==> src/rtl/uart_tx_scheduler_pkg.sv <==
// Shared types and constants for the UART transmit scheduler.
// Holds the scheduler state encoding, the default parameter values and
// a constant-evaluable ceiling-log2 helper used to size index and counter fields.
package uart_tx_sched_pkg;

    typedef enum logic [1:0] {
        IDLE = 2'd0,
        LOAD = 2'd1,
        SEND = 2'd2,
        WAIT = 2'd3
    } sched_state_t;

    localparam int DEFAULT_N_REQ          = 4;
    localparam int DEFAULT_DATA_W         = 8;
    localparam int DEFAULT_TIMEOUT_CYCLES = 8192;

    // Ceiling log2; clog2(1) = 0, clog2(4) = 2, clog2(17) = 5.
    function automatic int clog2(input int value);
        int result;
        result = 0;
        for (int v = value - 1; v > 0; v = v >> 1) begin
            result++;
        end
        return result;
    endfunction

endpackage

==> src/rtl/uart_tx_scheduler_rr_pick.sv <==
// Rotating-priority selector for the UART transmit scheduler.
// Picks the first asserted valid bit strictly after 'last', wrapping
// around, so the most recent winner has the lowest priority.
module rr_pick #(
    parameter int N     = 4,
    parameter int IDX_W = 2
) (
    input  logic [N-1:0]     valid,
    input  logic [IDX_W-1:0] last,
    output logic [IDX_W-1:0] winner,
    output logic             any
);

    logic [IDX_W-1:0] idx;

    // Scan from the farthest offset down to the nearest so the nearest valid index wins.
    always_comb begin
        winner = last;
        any    = 1'b0;
        idx    = last;
        for (int off = N; off >= 1; off--) begin
            idx = IDX_W'((int'(last) + off) % N);
            if (valid[idx]) begin
                winner = idx;
                any    = 1'b1;
            end
        end
    end

endmodule

==> src/rtl/uart_tx_scheduler.sv <==
// Round-robin scheduler sharing one UART transmitter among N_REQ byte producers.
// Each frame walks IDLE -> LOAD (accept pulse) -> SEND (start pulse) -> WAIT
// (until tx_done or the watchdog expires). A sticky timeout_err reports a
// transmitter that never completed; err_clr clears it.
// Optional feature: define UART_TX_SCHED_LOCK_EN to add req_lock, which lets
// the current owner keep the grant across frames for multi-byte packets.
module uart_tx_scheduler
    import uart_tx_sched_pkg::*;
#(
    parameter int N_REQ          = DEFAULT_N_REQ,
    parameter int DATA_W         = DEFAULT_DATA_W,
    parameter int TIMEOUT_CYCLES = DEFAULT_TIMEOUT_CYCLES
) (
    input  logic                      clk,
    input  logic                      rst,
    input  logic [N_REQ-1:0]          req_valid,
    input  logic [N_REQ*DATA_W-1:0]   req_data,
`ifdef UART_TX_SCHED_LOCK_EN
    input  logic [N_REQ-1:0]          req_lock,
`endif
    output logic [N_REQ-1:0]          req_ready,
    output logic                      tx_send,
    output logic [DATA_W-1:0]         tx_data,
    input  logic                      tx_done,
    output logic                      busy,
    output logic [clog2(N_REQ)-1:0]   grant_id,
    output logic                      timeout_err,
    input  logic                      err_clr
);

    localparam int ID_W     = clog2(N_REQ);
    localparam int WD_W_RAW = clog2(TIMEOUT_CYCLES + 1);
    localparam int WD_W     = (WD_W_RAW < 1) ? 1 : WD_W_RAW;
    localparam logic [WD_W-1:0] WD_LIMIT = WD_W'(TIMEOUT_CYCLES);
    localparam logic [WD_W-1:0] WD_LAST  = WD_W'(TIMEOUT_CYCLES - 1);

    sched_state_t      state_q;
    sched_state_t      state_d;
    logic [ID_W-1:0]   last_q;
    logic [ID_W-1:0]   grant_q;
    logic [DATA_W-1:0] data_q;
    logic [WD_W-1:0]   wd_q;
    logic              err_q;
    logic [ID_W-1:0]   pick_id;
    logic              pick_any;
    logic [ID_W-1:0]   sel_id;
    logic              sel_valid;
    logic              wd_expire;

    rr_pick #(
        .N     (N_REQ),
        .IDX_W (ID_W)
    ) u_pick (
        .valid  (req_valid),
        .last   (last_q),
        .winner (pick_id),
        .any    (pick_any)
    );

    // The watchdog fires on the WAIT cycle whose increment would reach the limit;
    // a coincident tx_done takes precedence and the frame counts as good.
    assign wd_expire = (TIMEOUT_CYCLES != 0) && (state_q == WAIT) && !tx_done
                       && (wd_q == WD_LAST);

`ifdef UART_TX_SCHED_LOCK_EN
    logic locked_q;
    logic lock_hold;

    // The lock only holds while the owner keeps req_lock high; dropping it
    // lets round-robin choose again in the same IDLE cycle.
    assign lock_hold = locked_q && req_lock[grant_q];

    // While locked, only the owner may be granted; otherwise take the round-robin winner.
    always_comb begin
        sel_valid = pick_any;
        sel_id    = pick_id;
        if (lock_hold) begin
            sel_valid = req_valid[grant_q];
            sel_id    = grant_q;
        end
    end

    // Lock is captured from the owner's req_lock as WAIT completes and dropped on timeout or release.
    always_ff @(posedge clk or posedge rst) begin
        if (rst) begin
            locked_q <= 1'b0;
        end else if (state_q == IDLE && locked_q && !req_lock[grant_q]) begin
            locked_q <= 1'b0;
        end else if (state_q == WAIT && tx_done) begin
            locked_q <= req_lock[grant_q];
        end else if (wd_expire) begin
            locked_q <= 1'b0;
        end
    end
`else
    assign sel_valid = pick_any;
    assign sel_id    = pick_id;
`endif

    // State register.
    always_ff @(posedge clk or posedge rst) begin
        if (rst) begin
            state_q <= IDLE;
        end else begin
            state_q <= state_d;
        end
    end

    // Next-state logic for the four-phase frame sequence.
    always_comb begin
        state_d = state_q;
        case (state_q)
            IDLE: if (sel_valid) state_d = LOAD;
            LOAD: state_d = SEND;
            SEND: state_d = WAIT;
            WAIT: if (tx_done || wd_expire) state_d = IDLE;
            default: state_d = IDLE;
        endcase
    end

    // Capture the winner and its byte in IDLE; remember it as last grant once accepted.
    always_ff @(posedge clk or posedge rst) begin
        if (rst) begin
            grant_q <= '0;
            data_q  <= '0;
            last_q  <= ID_W'(N_REQ - 1);
        end else begin
            if (state_q == IDLE && sel_valid) begin
                grant_q <= sel_id;
                data_q  <= req_data[sel_id*DATA_W +: DATA_W];
            end
            if (state_q == LOAD) begin
                last_q <= grant_q;
            end
        end
    end

    // Watchdog counter: cleared on SEND, saturating count during WAIT.
    always_ff @(posedge clk or posedge rst) begin
        if (rst) begin
            wd_q <= '0;
        end else if (state_q == SEND) begin
            wd_q <= '0;
        end else if (state_q == WAIT && wd_q != WD_LIMIT) begin
            wd_q <= wd_q + WD_W'(1);
        end
    end

    // Sticky timeout flag; a clear request beats a simultaneous set.
    always_ff @(posedge clk or posedge rst) begin
        if (rst) begin
            err_q <= 1'b0;
        end else if (err_clr) begin
            err_q <= 1'b0;
        end else if (wd_expire) begin
            err_q <= 1'b1;
        end
    end

    assign req_ready   = (state_q == LOAD) ? (N_REQ'(1) << grant_q) : '0;
    assign tx_send     = (state_q == SEND);
    assign busy        = (state_q != IDLE);
    assign tx_data     = data_q;
    assign grant_id    = grant_q;
    assign timeout_err = err_q;

endmodule

==> config.mk <==
export PLATFORM = sky130hd
export DESIGN_NAME = uart_tx_scheduler
export DESIGN_NICKNAME = d
export VERILOG_FILES = /design/src/rtl/uart_tx_scheduler_pkg.sv /design/src/rtl/uart_tx_scheduler_rr_pick.sv /design/src/rtl/uart_tx_scheduler.sv
export SDC_FILE = /design/constraint.sdc
export NUM_CORES = 1
export LEC_CHECK = 0
export ABC_CLOCK_PERIOD_IN_PS = 2710
export BUFFER_PORTS_ARGS = -buffer_cell sky130_fd_sc_hd__buf_4
export CAP_MARGIN = 20
export CORE_MARGIN = 2
export CORE_UTILIZATION = 54
export CTS_CLUSTER_SIZE = 12
export DETAILED_ROUTE_END_ITERATION = 7
export PLACE_DENSITY_LB_ADDON = 0.08
export SYNTH_ARGS = -nofsm -noshare
export SYNTH_HDL_FRONTEND = slang
export SYNTH_SLANG_ARGS = --single-unit
==> constraint.sdc <==
create_clock -name clk -period 2.71 [get_ports clk]
set_input_delay 0 -clock clk [delete_from_list [all_inputs] [get_ports clk]]
set_output_delay 0 -clock clk [all_outputs]
set_load 0.01 [all_outputs]
* Word level (Yosys, flattened, before mapping) *
Index checks and enable logic that the tools add are counted.
Widths: inputs -> output; s select.

operators by class
  reduce and logical (&&, ||, !) cells = 11
  equal/unequal tests = 7
  add/subtract/negate cells = 5
  order comparisons = 4
  shift-type cells = 2
  multiplexer cells = 24

operators with widths
  operator               count
  $shiftx 32x6->8        1
  $mux 14                2
  $add 14x1->14 const B  1
  $eq 14x13->1 const B   1
  $ne 14x14->1 const B   1
  $lt 2x3->1 const B     4
  $mux 2                 6
  $mux 1                 10
  $bmux 1 s2             4
  $pmux 2 s4             1
  $reduce_bool 2->1      3
  $add 2x1->2 const B    2
  $add 2x2->2 const B    2
  $eq 2x2->1 const B     2
  $logic_and 1x1->1      4
  $mux 4                 1
  $shl 1x2->4 const A    1
  $eq 2x1->1 const B     1
  $logic_not 2->1        1
  $ne 2x1->1 const B     1
  $ne 2x2->1 const B     1
  $reduce_and 2->1       1
  $logic_not 1->1        1
  $logic_or 1x1->1       1

storage, ports and cells
  bits in registers = 29
  input port bits = 40

* Longest topological paths before layout *
Gate-level depths: netlist (run 1).

  word-level depth = 9
  gate-level depth with buffers = 7

* By module *
Synthesis (run 1) repeated with hierarchy kept, for this count alone.

unflattened totals
  cells, all modules = 153
  area, all modules = 1,732.9 µm²

by module, submodules not included
  module             area each (µm²)  times used  cells an instance
  uart_tx_scheduler  1,650.3          1           139
  rr_pick            82.6             1           14

* Worst setup path before layout (run 1) *
Ideal clock, no wire load.

  kind = reg2reg
  start = register wd_q[0]
  end = register state_q[1]
  data arrival time = 1,585 ps
  setup slack = 1,000 ps
  period minus slack after synthesis = 1,710 ps
  stages on the path, launching flop included = 7
  setup time = 125 ps
  required time = 2,585 ps
  path through = dfrtp_1 ha_1 nand2_1 nor3_2 nor3b_2 a2bb2oi_2 mux2_2

between the ends
  word-level cells in the longest chain between the ends = 5

ends and longest elaborated chain
  element                     line                      RTL
  start, declared             uart_tx_scheduler.sv:42   logic [WD_W-1:0] wd_q;
  start signal, assigned      uart_tx_scheduler.sv:145  wd_q <= wd_q + WD_W'(1);
  $eq 14x13->1                uart_tx_scheduler.sv:63   && (wd_q == WD_LAST);
  $logic_and 1x1->1           uart_tx_scheduler.sv:63
  $logic_or 1x1->1            uart_tx_scheduler.sv:116  WAIT: if (tx_done || wd_expire) state_d = IDLE;
  $ne 2x1->1 (no line)        -
  $reduce_and 2->1 (no line)  -
  end signal, assigned        uart_tx_scheduler.sv:105  state_q <= state_d;
  end, declared               uart_tx_scheduler.sv:37   sched_state_t state_q;

No other way between the ends.
A chain may end at the register's enable or synchronous reset.

* Worst setup path in the final report (run 1) *
Ends and elaborated chain as after synthesis.

==> results.txt, run 1 <==
- Fraction of layout cells with a size suffix above 1: 0.304
* Crit end category: register
- In this run the mean area of a mapped cell was 9.73 um^2.
- After layout, the minimum clock period comes to 1.94 ns.
- For the worst setup path, the data required time is 2.92 ns.
- Number of DRC markers after the initial detailed-route iteration: 76
- Total power divided by cell area: 822 nW/um^2
- In the routed design, unresolved DRC markers number 0.
- Sequential area share after synthesis: 0.428
* Crit path cell chain: ha_1 > nand2_1 > nor3_2 > nor3b_2 > a2bb2oi_2 > mux2_2
- Dividing the detail-routed via count by the number of cells gives 5.40.
* Peak supply drop: 562 uV
- In this run the static leakage power is 1.09 nW.
- In this run the tightest slew margin relative to its limit is 0.637.
- RR Startpoint: wd_q[0]
- Dividing the final minimum period by the clock period gives 0.716.
- At the pin with the least slew margin, the transition time is 0.539 ns.
- Layout overhead on the synthesized area: 31.2%
* Post-placement cell count: 270
* Post-layout nets: 282
- In this design, the stage delay of the slowest critical-path cell is 0.45 ns.
- Crit-path max FO: 5
* Capture point of the critical path: state_q[1]
* Congestion Overflow GR: 0
* Number of buffers inserted by port buffering: 56
- Outcome: completed
* DIE AREA: 3620 um^2
- By area the synthesized netlist is led by dfrtp_1, mux2i_1, nand2_1.
- Setup violations remaining at the end of the flow were counted as 0.
- Leading area contributor after synthesis: dfrtp_1
- For flop-to-flop paths, the worst setup slack is 0.77 ns.
- In this run the core area contains 20 standard-cell rows.
* Area share of the largest cell type after synthesis: 0.397
- Among all flip-flop cells after synthesis, the most frequent one is dfrtp_1.
* Number of standard cells in the layout, taps in and fillers out: 281
- Clock tree synthesis inserted a total of 5 buffers.
* Register bit total from synthesis: 29
* Routability congestion estimate from global placement: 0.760
* Count of instances resized after the clock tree is built: 0
* Element type at the critical path start: register
* Number of antenna violations at the first check in global routing: 0
* HPWL reported at the end of detailed placement: 2.89 mm
- Based on the critical path, the design can be clocked at up to 0.516 GHz.
* WL final: 3.92 mm
- Across the run, the number of max-cap violations was 0.
- Destination of the worst register-to-register timing path: state_q[1]
* Clk root buf: clkbuf_4
- Once detail routing completed, the nets flagged for antenna violations numbered 0.
- Number of distinct library cells after synthesis: 38
- Hold Violations, Final: 0
- Worst skew pair latency: 0.32 ns
- Effective utilization at floorplan: 0.562
* Worst min-delay path class: in -> reg
- Final worst clock skew: 0.00524 ns
- Clock tree from TritonCTS: yes
- Data on the critical path arrives at its endpoint at 2.15 ns.
- The floorplan step set the die height to 60.2 um.
* DRT Pass-1 Iters: 5
* Routed vias: 1517
* Core Area: 3030 um^2
* Setup WS post-layout: 0.771 ns
* Net Count, Synth: 221
- Antenna diode count: 0
- Measured in cells, the most critical reg-to-reg path has a length of 6.
- Entering global routing, the biggest net connects 30 pins.
- At the placement stage, the worst setup path has a slack of 0.810 ns.
- Kind of critical path: reg -> reg
- Number of sinks handled by clock tree synthesis: 29
- Wire length of the first global-routing pass: 6.11 mm
- Clock transition at the registers of the reported paths: 0.09 ns
- Horizontal extent of the die: 60.2 um
- WL per Instance: 13.9 um
- Buffers from clock root to sink, at most: 2
* Beginning of the critical path: wd_q[0]
- The largest individual stage delay along the critical path comes from the cell dfrtp_1.
* Setup TNS after final layout: 0 ns
- On the final layout, the worst hold slack is 0.000318 ns.
* Post-Syn Instances: 175
* Ys async rst share: 1.00
- Setup repair after global routing left no endpoint under its margin.
- In this run the number of H-tree levels came out at 2.
* Number of global-route vias before repair: 1397
- The number of pins exceeding their max-slew limit in the final report came to 0.
- Utilization after layout: 0.738
* Number of enable-type register cells in the synthesized netlist: 0
* Summed instance area of the synthesized netlist: 1700 um^2
- For this run, the number of Yosys warnings is 0.
- Number of placed I/O pins: 57
- For this run, the total global-route usage over all layers was measured as 0.229.
==> worst max-delay path: cells and delay by family (launching register included) <==
family	cells	cell delay (ns)
flip-flops	1	0.45
multiplexers	1	0.34
AO/OA/AOI/OAI	1	0.18
AND/OR/NAND/NOR	3	0.63
adder cells (fa/ha/maj)	1	0.23
==> through the flow <==
step	power (mW)	cell area (um^2)
floorplan	1.30	1700
global placement	1.55	2140
detailed placement	1.60	2140
CTS	1.84	2210
global route	1.98	2230
finish	1.84	2230
==> synthesized netlist by cell type (3+ instances only) <==
cell type	n
dfrtp_1	27
nand2_1	23
mux2i_1	17
nor2_1	17
inv_1	10
o221ai_1	8
xor2_1	8
a21oi_1	6
ha_1	6
o21ai_0	6
nand3_1	5
nand4_1	4
and3_1	3
or3_1	3
==> flip-flops by register name, indices dropped and copies added, names as in the netlist <==
| signal | count |
|---|---|
| timeout_err | 1 |
| grant_id | 2 |
| tx_data | 8 |
| wd_q | 14 |
| state_q | 2 |
| last_q | 2 |
==> per-layer routing <==
layer | global-route usage | part of all wire | vias to the layer above
met5 | 0 | 0 | -
met4 | 0.0889 | 0.011 | 0
met3 | 0.0476 | 0.048 | 5
met2 | 0.398 | 0.52 | 51
met1 | 0.275 | 0.42 | 724
li1 | - | - | 737
==> worst min-delay path by stage <==
stage                  from           to  slack (ns)  depth (start not counted)
6_report       req_data[25]   tx_data[1]      0.0003                          3
5_1_grt        req_data[25]   tx_data[1]       0.005                          3
4_1_cts        req_data[27]   tx_data[3]       0.001                          3
3_5_place_dp        err_clr  timeout_err        0.15                          2
3_3_place_gp        err_clr  timeout_err        0.15                          2
2_1_floorplan       err_clr  timeout_err        0.07                          1
==> power by group <==
group	switching, mW	total (mW)	internal, mW
logic	0.472	0.910	0.438
registers	0.117	0.682	0.565
clock network	0.143	0.246	0.103
total	0.732	1.84	1.11
==> cells by family after synthesis <==
group                      share of synthesized area
AOI/OAI and AO/OA                              0.122
buffers and inverters                         0.0522
adders and majority gates                     0.0441
DFF                                            0.428
xor gates and xnor gates                      0.0514
muxes                                          0.107
and+or+nand+nor                                0.196
==> final cells by class <==
type / instances / area (um^2)
multi-input combinational: 129 / 886
fill: 225 / 793
sequential: 29 / 728
timing repair buffer: 60 / 475
tap: 44 / 55.1
clock buffer: 8 / 48.8
inverter: 11 / 41.3
==> cells in the final DEF (no fill, tap or decap), types with 2 or more instances in the layout <==
master / instances
nor4_1: 2
or3_1: 3
mux2i_1: 17
a31oi_1: 2
nor2_1: 17
inv_1: 10
nand3_1: 5
xnor2_1: 2
nor3_1: 2
clkbuf_1: 3
clkbuf_4: 5
o21ai_0: 6
dfrtp_1: 27
o221ai_1: 8
and3_1: 3
buf_4: 57
a21oi_1: 6
nand2_1: 23
nand2b_1: 2
nand4_1: 4
ha_1: 6
dlygate4sd3_1: 2
xor2_1: 8
dfstp_2: 2
nor3b_1: 2
==> what timing repair did <==
item                                   CTS  global route
buffers inserted                         0             0
hold buffers                             2             0
endpoints found under the hold margin   28             0
(Power assumes the default switching activity.)
==> inputs of run 2 (changes only) <==
--- a/config.mk
+++ b/config.mk
@@ -5,11 +5,11 @@
 export SDC_FILE = /design/constraint.sdc
 export NUM_CORES = 1
 export LEC_CHECK = 0
-export ABC_CLOCK_PERIOD_IN_PS = 2710
+export ABC_CLOCK_PERIOD_IN_PS = 1600
 export BUFFER_PORTS_ARGS = -buffer_cell sky130_fd_sc_hd__buf_4
 export CAP_MARGIN = 20
 export CORE_MARGIN = 2
-export CORE_UTILIZATION = 54
+export CORE_UTILIZATION = 45
 export CTS_CLUSTER_SIZE = 12
 export DETAILED_ROUTE_END_ITERATION = 7
 export PLACE_DENSITY_LB_ADDON = 0.08
==> constraint.sdc (replaced) <==
create_clock -name clk -period 1.6 [get_ports clk]
set_input_delay 0 -clock clk [delete_from_list [all_inputs] [get_ports clk]]
set_output_delay 0 -clock clk [all_outputs]
set_load 0.01 [all_outputs]
==> run 2 against run 1 <==
  * The flow now finishes with violations (setup timing)
  * Worst hold slack improved by 0.023 ns
  * Global-route usage decreased by 1.8 points
  * Register-to-register slack got worse by 0.87 ns
  * Critical path depth decreased by 1
  * Sequential power increased by 67%
  * Die area increased by 19%
  * Design area increased by 17%
  * Clock skew increased by 0.0033 ns
  * Non-clock buffer count increased by 29
  * Clock-buffer cell count decreased by 1
  * Final cell count increased by 12%
  * Combinational power increased by 120%
  * Critical path type unchanged
  * Largest power group unchanged
==> results.txt, run 2 (same netlist as run 1, synthesis figures left out) <==
- Outcome: complete, but fails checks (was completed)
* Violations in the final reports: setup timing
* DIE AREA: 4290 um^2 (was 3620 um^2)
* Dominant delay contributor by cell family on the critical path: flip-flops (was simple AND/OR/NAND/NOR gates)
- The post-detailed-route count of antenna-violating nets is 0 (unchanged).
- Routability congestion estimate from global placement: 0.874 (was 0.760)
- Hold Violations, Final: 0 (unchanged)
- Sequential share of power: 0.302 (was 0.371)
- Layout overhead on the synthesized area: 53.9% (was 31.2%)
- The share of cells above drive strength 1 was 0.447 (was 0.304).
* Static power due to leakage: 1.30 nW (was 1.09 nW)
- Number of H-tree levels: 2 (unchanged)
* Maximum single-stage delay on the critical path: 0.57 ns (was 0.45 ns)
* Number of antenna violations at the first check in global routing: 0 (unchanged)
- The net switching fraction of the power is 0.365 (was 0.398).
- Effective utilization at floorplan: 0.465 (was 0.562)
- The antenna cell count came to 0 (unchanged).
* Element type at the critical path start: register (unchanged)
- Cell seen most often among critical-path stages: mux2i_1
- Worst min-delay path class: in -> reg (unchanged)
* Clock power frac: 0.175 (was 0.134)
- The internal portion of total power was 2.40 mW (was 1.11 mW).
- The y dimension of the die was 65.5 um (was 60.2 um).
- RSZ-0062 raised after global routing: true (was false).
- WL per Instance: 13.8 um (was 13.9 um)
- The maximum root-to-sink buffer count came to 2 (unchanged).
- The final setup violation count came to 10 (was 0).
- Number of global-route vias before repair: 1616 (was 1397)
- The total core area is 3660 um^2 (was 3030 um^2).
* Buffers and inverters on the worst path: 1 (was 0)
- The detailed-placement wirelength estimate was 3.12 mm (was 2.89 mm).
- The combinational share of power came to 0.523 (was 0.495).
* Number of buffers inserted by port buffering: 56 (unchanged)
- The total global-route track usage is 0.211 (was 0.229).
- The core occupancy in the finished layout came to 0.716 (was 0.738).
* Number of DRC markers after the initial detailed-route iteration: 50 (was 76)
* Row count: 22 (was 20)
* Fill cell count: 282 (was 225)
* Crit end category: register (unchanged)
- Routed vias: 1639 (was 1517)
* Total power of the final layout: 3.78 mW (was 1.84 mW)
- The largest net degree at the start of global routing came to 30 (unchanged).
- The count of TritonRoute iterations in the first routing pass came to 4 (was 5).
- Clock transition at the registers of the reported paths: 0.06 ns (was 0.09 ns)
- Highest clock frequency the design can meet: 0.590 GHz (was 0.516 GHz)
- The largest register by flop count is wd_q (unchanged).
- The slew at the pin closest to its max-slew limit came to 0.377 ns (was 0.539 ns).
- The sum of negative setup slack was -0.701 ns (was 0 ns).
* Setup WS post-layout: -0.0950 ns (was 0.771 ns)
- Post-route DRC violation count: 0 (unchanged)
* Kind of critical path: reg -> reg (unchanged)
- The maximum net fanout on the critical path came to 8 (was 5).
- The worst path required time is 1.74 ns (was 2.92 ns).
- Commonest non-fill, non-tap cell in the layout: buf_4 (unchanged)
- The clock sink total came to 29 (unchanged).
* Remaining max-slew budget at the tightest pin: 0.749 (was 0.637)
* Horizontal extent of the die: 65.5 um (was 60.2 um)
* Crit path arrival time: 1.84 ns (was 2.15 ns)
- The worst clock skew is 0.00851 ns (was 0.00524 ns).
* Post-layout nets: 311 (was 282)
- P_sw: 1.38 mW (was 0.732 mW)
- The total power divided by cell area came to 1440 nW/um^2 (was 822 nW/um^2).
- Slowest cell on the critical path: dfstp_2 (was dfrtp_1)
- WL final: 4.34 mm (was 3.92 mm)
- The number of flip-flops in the largest register is 14 (unchanged).
* Per-cell via count in the routed design: 5.22 (was 5.40)
* Max-cap violations: 0 (unchanged)
* Area post-placement: 2360 um^2 (was 2140 um^2)
- Wire length of the first global-routing pass: 7.00 mm (was 6.11 mm)
- Number of placed I/O pins: 57 (unchanged)
* Share of the clock period used by the worst path after layout: 1.06 (was 0.716)
* Num CTS Buffers: 5 (unchanged)
- The insertion delay to the later sink of the worst-skew pair is 0.28 ns (was 0.32 ns).
- The leftover overflow at the end of global routing came to 0 (unchanged).
- The final non-filler cell area was 2620 um^2 (was 2230 um^2).
- Clock tree from TritonCTS: yes (unchanged)
- The number of pins exceeding their max-slew limit in the final report came to 0 (unchanged).
- The register-to-register setup slack was -0.09 ns (was 0.77 ns).
- Minimum clock period: 1.69 ns (was 1.94 ns)
- Peak supply drop: 857 uV (was 562 uV)
- Top library cells by usage in the layout, fill and taps aside: buf_4, dfrtp_1, nand2_1, nor2_1, mux2i_1 (unchanged)
* Crit path cell chain: mux2i_1 > o221a_2 > clkbuf_16 > mux2i_1 > o221ai_1 (was ha_1 > nand2_1 > nor3_2 > nor3b_2 > a2bb2oi_2 > mux2_2)
- The cell chosen for the clock root was clkbuf_8 (was clkbuf_4).
## run 2: cell types whose count changed in the layout (fill, tap and decap cells not counted), moves of 3 or more
cell	previous run	this run
clkbuf_4	5	0
clkbuf_1	3	0
clkbuf_8	0	7
buf_4	57	84
## run 2: power by group through the flow
stage,Combinational (mW),Clock [mW],Sequential [mW]
floorplan,1.03,0,1.18
global placement,1.73,0,1.13
detailed placement,1.78,0,1.14
CTS,1.83,0.684,1.13
global route,2.15,0.727,1.17
finish,1.98,0.663,1.14
## run 2: cell type report
| type | instances | area (um^2) | area share |
|---|---|---|---|
| inverter | 11 | 41.3 | 0.0158 |
| multi-input combinational | 129 | 981 | 0.374 |
| clock buffer | 7 | 96.3 | 0.0368 |
| timing repair buffer | 89 | 707 | 0.270 |
| clock inverter | 1 | 5.00 | 0.00191 |
| tap | 48 | 60.1 | 0.0229 |
| sequential | 29 | 729 | 0.278 |
## run 2: worst min-delay path, cell delays in order
cell,delay [ns]
buf_4,0.08
mux2i_1,0.05
o221ai_1,0.13
## run 2: timing repair
action | in CTS | in global routing
gates resized for setup | 4 | 18
hold buffers | 2 | 0
pin swaps | 2 | 6
setup endpoints to repair | 16 | 21
cloned | 0 | 1
hold endpoints to repair | 28 | 0
buffers inserted | 2 | 2
## run 2: metal layers
layer,vias up,GRT usage,share of wire
li1,802,-,-
met1,790,0.244,0.42
met2,41,0.388,0.52
met3,6,0.0479,0.046
met4,0,0.0625,0.012
met5,-,0,0
## run 2: stage by stage
step	worst slack [ns]	hold slack [ns]	cells
after global placement	-0.0341	0.104	300
final	-0.0950	0.0232	314
after CTS	-0.0988	0.0175	312
after floorplan	-0.108	0.0664	175
after detailed placement	-0.0892	0.105	300
after global routing	-0.164	0.0461	314
## run 2: worst paths after layout
check,from,cells past startpoint,end
setup / recovery,last_q[1],5,tx_data[7]
hold / removal,req_data[28],3,tx_data[4]
setup reg to reg,last_q[1],5,tx_data[7]
hold reg to reg,tx_data[0],2,tx_data[0]
max in group asynchronous,rst,4,last_q[1]
min in group asynchronous,rst,4,grant_id[1]
==> inputs of run 3 (changes only) <==
--- a/config.mk
+++ b/config.mk
@@ -15,4 +15,5 @@
 export PLACE_DENSITY_LB_ADDON = 0.08
 export SYNTH_ARGS = -nofsm -noshare
 export SYNTH_HDL_FRONTEND = slang
+export SYNTH_HIERARCHICAL = 1
 export SYNTH_SLANG_ARGS = --single-unit
==> run 3 against run 2 <==
  * Die area is 1.7% higher
  * Highest routed layer unchanged
  * Register-to-register slack worse by 0.41 ns
  * Non-clock buffer count is 2 lower
  * Clock skew is 0.0022 ns lower
  * The run still ends with setup timing left
  * Core utilization is 1.2 points higher
  * Clock power is 9.7% lower
==> results.txt, run 3 <==
- The most common cell in the synthesized netlist is dfrtp_1 (unchanged).
* Highest clock frequency the design can meet: 0.474 GHz (was 0.590 GHz)
- Number of placed I/O pins: 57 (unchanged)
- Per-cell via count in the routed design: 5.16 (was 5.22)
- Number of global-route vias before repair: 1519 (was 1616)
* Sequential area share after synthesis: 0.420 (was 0.428)
- The power after layout was 3.95 mW (was 3.78 mW).
- Chip height: 66.1 um (was 65.5 um)
* Required time of the worst setup path: 1.77 ns (was 1.74 ns)
* Setup WS post-layout: -0.510 ns (was -0.0950 ns)
* Horizontal extent of the die: 66.1 um (was 65.5 um)
- The number of pins exceeding their max-slew limit in the final report was 0 (unchanged).
- Footprint of the multi-input gates: 1070 um^2 (was 981 um^2)
* Crit-path max FO: 9 (was 8)
- Element type at the critical path start: register (unchanged)
- Number of buffers inserted by port buffering: 56 (unchanged)
- The critical path arrival was 2.28 ns (was 1.84 ns).
* Area share of the largest cell type after synthesis: 0.390 (was 0.397)
* Number of enable-type register cells in the synthesized netlist: 0 (unchanged)
* Number of distinct library cells after synthesis: 38 (unchanged)
- The number of flip-flops in the largest register came to 14 (unchanged).
- The per-instance average area after synthesis came to 11.3 um^2 (was 9.73 um^2).
* Routability congestion estimate from global placement: 0.744 (was 0.874)
- The peak ir drop on the vdd network came to 907 uV (was 857 uV).
- Fill cell count: 281 (was 282)
- RSZ-0062 raised after global routing: true (unchanged).
* Net Count, Synth: 200 (was 221)
- List of most frequent post-synthesis cells: dfrtp_1, nor2_1, inv_1, mux2_2, mux4_2 (was dfrtp_1, nand2_1, mux2i_1, nor2_1, inv_1)
- The total power divided by cell area was 1470 nW/um^2 (was 1440 nW/um^2).
- The floorplan row count was 22 (unchanged).
- Share of the clock period used by the worst path after layout: 1.32 (was 1.06)
- Remaining max-slew budget at the tightest pin: 0.736 (was 0.749)
* Reg with most FFs: wd_q (unchanged)
- The first-pass GRT wire length came to 6.67 mm (was 7.00 mm).
- The total global-route track usage came to 0.203 (was 0.211).
* Post-Syn Instances: 153 (was 175)
* HPWL reported at the end of detailed placement: 3.18 mm (was 3.12 mm)
* Violations in the final reports: setup timing (unchanged)
- Layout overhead on the synthesized area: 54.8% (was 53.9%)
- The cell chosen for the clock root is clkbuf_8 (unchanged).
- The H-tree level count came to 2 (unchanged).
* Crit end category: register (unchanged)
* Number of antenna violations at the first check in global routing: 0 (unchanged)
- The worst clock skew came to 0.00636 ns (was 0.00851 ns).
* Post-route DRC violation count: 0 (unchanged)
* Number of standard cells in the layout, taps in and fillers out: 293 (was 314)
- The clock transition at the register clock pins on the worst setup and hold paths after CTS is 0.07 ns (was 0.06 ns).
* WL per Instance: 14.6 um (was 13.8 um)
- The path type of the worst min-delay path is in -> reg (unchanged).
- The final setup violation count came to 10 (unchanged).
- Final ANT Viol Nets: 0 (unchanged)
* Ys async rst share: 1.00 (unchanged)
- The most common flop cell mapped by yosys is dfrtp_1 (unchanged).
* Post-placement cell count: 271 (was 300)
- The total clock buffers created by CTS is 5 (unchanged).
* Largest net degree at the start of global routing: 30 (unchanged)
- The flip-flop and latch area came to 731 um^2 (was 729 um^2).
* Congestion Overflow GR: 0 (unchanged)
- DIE AREA: 4360 um^2 (was 4290 um^2)
- The net count reported at finish was 291 (was 311).
* Fraction of layout cells with a size suffix above 1: 0.555 (was 0.447)
* Commonest non-fill, non-tap cell in the layout: buf_4 (unchanged)
* Number of DRC markers after the initial detailed-route iteration: 64 (was 50)
- The insertion delay to the later sink of the worst-skew pair was 0.28 ns (about the same).
- The clock period minus worst slack came to 2.11 ns (was 1.69 ns).
* Number of warnings reported in the yosys synthesis log: 6 (was 0)
* Register bit total from synthesis: 29 (unchanged)
- The total core area was 3690 um^2 (was 3660 um^2).
* Kind of critical path: reg -> reg (unchanged)
- Clock tree from TritonCTS: yes (unchanged)
* Top library cells by usage in the layout, fill and taps aside: buf_4, dfrtp_1, nor2_1, inv_1, mux4_2 (was buf_4, dfrtp_1, nand2_1, nor2_1, mux2i_1)
- The antenna cell count is 0 (unchanged).
- Outcome: complete, but fails checks (unchanged).
* Max-cap violations: 0 (unchanged)
- Buffers from clock root to sink, at most: 2 (unchanged)
* Pre-CTS setup slack: -0.659 ns (was -0.0892 ns)
- The final hold violation count came to 0 (unchanged).
- The summed instance area of the synthesized netlist is 1730 um^2 (was 1700 um^2).
* DRT Pass-1 Iters: 4 (unchanged)
- Routed vias: 1512 (was 1639)
- The slew at the pin closest to its max-slew limit is 0.394 ns (was 0.377 ns).
* Static power due to leakage: 1.26 nW (was 1.30 nW)
* Leading area contributor after synthesis: dfrtp_1 (unchanged)
- The final wirelength is 4.28 mm (was 4.34 mm).
- Leading post-synthesis cells by cell area: dfrtp_1, mux4_2, mux2_2 (was dfrtp_1, mux2i_1, nand2_1)
- The clock sink total came to 29 (unchanged).
* Effective utilization at floorplan: 0.470 (was 0.465)
[run 3: cell count changes in the layout (fill, tap and decap cells not counted), sizes merged, moves of 3 or more]
cell | previous run | this run
clkbuf | 8 | 5
inv | 11 | 14
mux2 | 1 | 12
mux2i | 17 | 3
mux4 | 0 | 8
nand2 | 23 | 5
nor4 | 2 | 5
o221ai | 8 | 0
xnor2 | 2 | 7
xor2 | 8 | 2
[run 3: final timing paths]
kind	endpoint	slack, ns	cells after the start	start
setup / recovery	tx_data[5]	-0.51	6	last_q[1]
hold / removal	timeout_err	0.07	4	tx_done
setup reg to reg	tx_data[5]	-0.51	6	last_q[1]
hold reg to reg	tx_data[7]	0.51	1	tx_data[7]
max in group asynchronous	last_q[1]	0.94	4	rst
min in group asynchronous	wd_q[8]	0.34	4	rst
[run 3: critical path, stage by stage, from the launching register on]
cell and delay, ns:
dfstp_2 0.57, mux2i_1 0.20, nor2_1 0.06, a221o_1 0.30
buf_12 0.16, mux4_2 0.42, mux2_2 0.28
[run 3: what timing repair did]
action / in CTS / in global routing
gates resized for setup: 3 / 22
setup endpoints to repair: 10 / 22
hold buffers: 2 / 0
pin swaps: 2 / 5
setup buffers: 3 / 8
gates cloned: 1 / 0
endpoints found under the hold margin: 28 / 0
[run 3: area by class of cell]
class / count / share of cell area
Clock buffer: 5 / 0.0257
Tap cell: 48 / 0.0224
Inverter: 14 / 0.0196
Timing Repair Buffer: 87 / 0.256
Clock inverter: 3 / 0.00653
Multi-Input combinational cell: 107 / 0.397
Sequential cell: 29 / 0.272
[run 3: kinds of logic after synthesis]
group           synth area share
compound gates            0.0693
xor+xnor                  0.0455
fa+ha+maj                 0.0505
buf+inv                   0.0404
flops                      0.420
mux                        0.201
simple gates               0.173
[run 3: per-layer routing]
layer / vias to the layer above / GRT usage / wire (um)
li1: 738 / - / -
met1: 736 / 0.231 / 1650
met2: 33 / 0.370 / 2400
met3: 5 / 0.0511 / 175
met4: 0 / 0.0638 / 48
met5: - / 0 / 0
[run 3: metrics by stage]
step	TNS [ns]	utilization	hold WS [ns]	area [um^2]
finish	-4.15	0.727	0.0670	2680
global route	-4.70	0.727	0.0882	2680
CTS	-4.19	0.681	0.0629	2510
detailed placement	-5.42	0.639	0.112	2360
global placement	-4.66	0.639	0.101	2360
floorplan	-3.08	-	0.0664	1740
[run 3: power by group]
group | switching, mW | leakage, nW | internal [mW] | total, mW
Clock | 0.299 | 0.0439 | 0.300 | 0.599
Sequential | 0.187 | 0.366 | 0.969 | 1.16
Combinational | 0.903 | 0.849 | 1.29 | 2.19
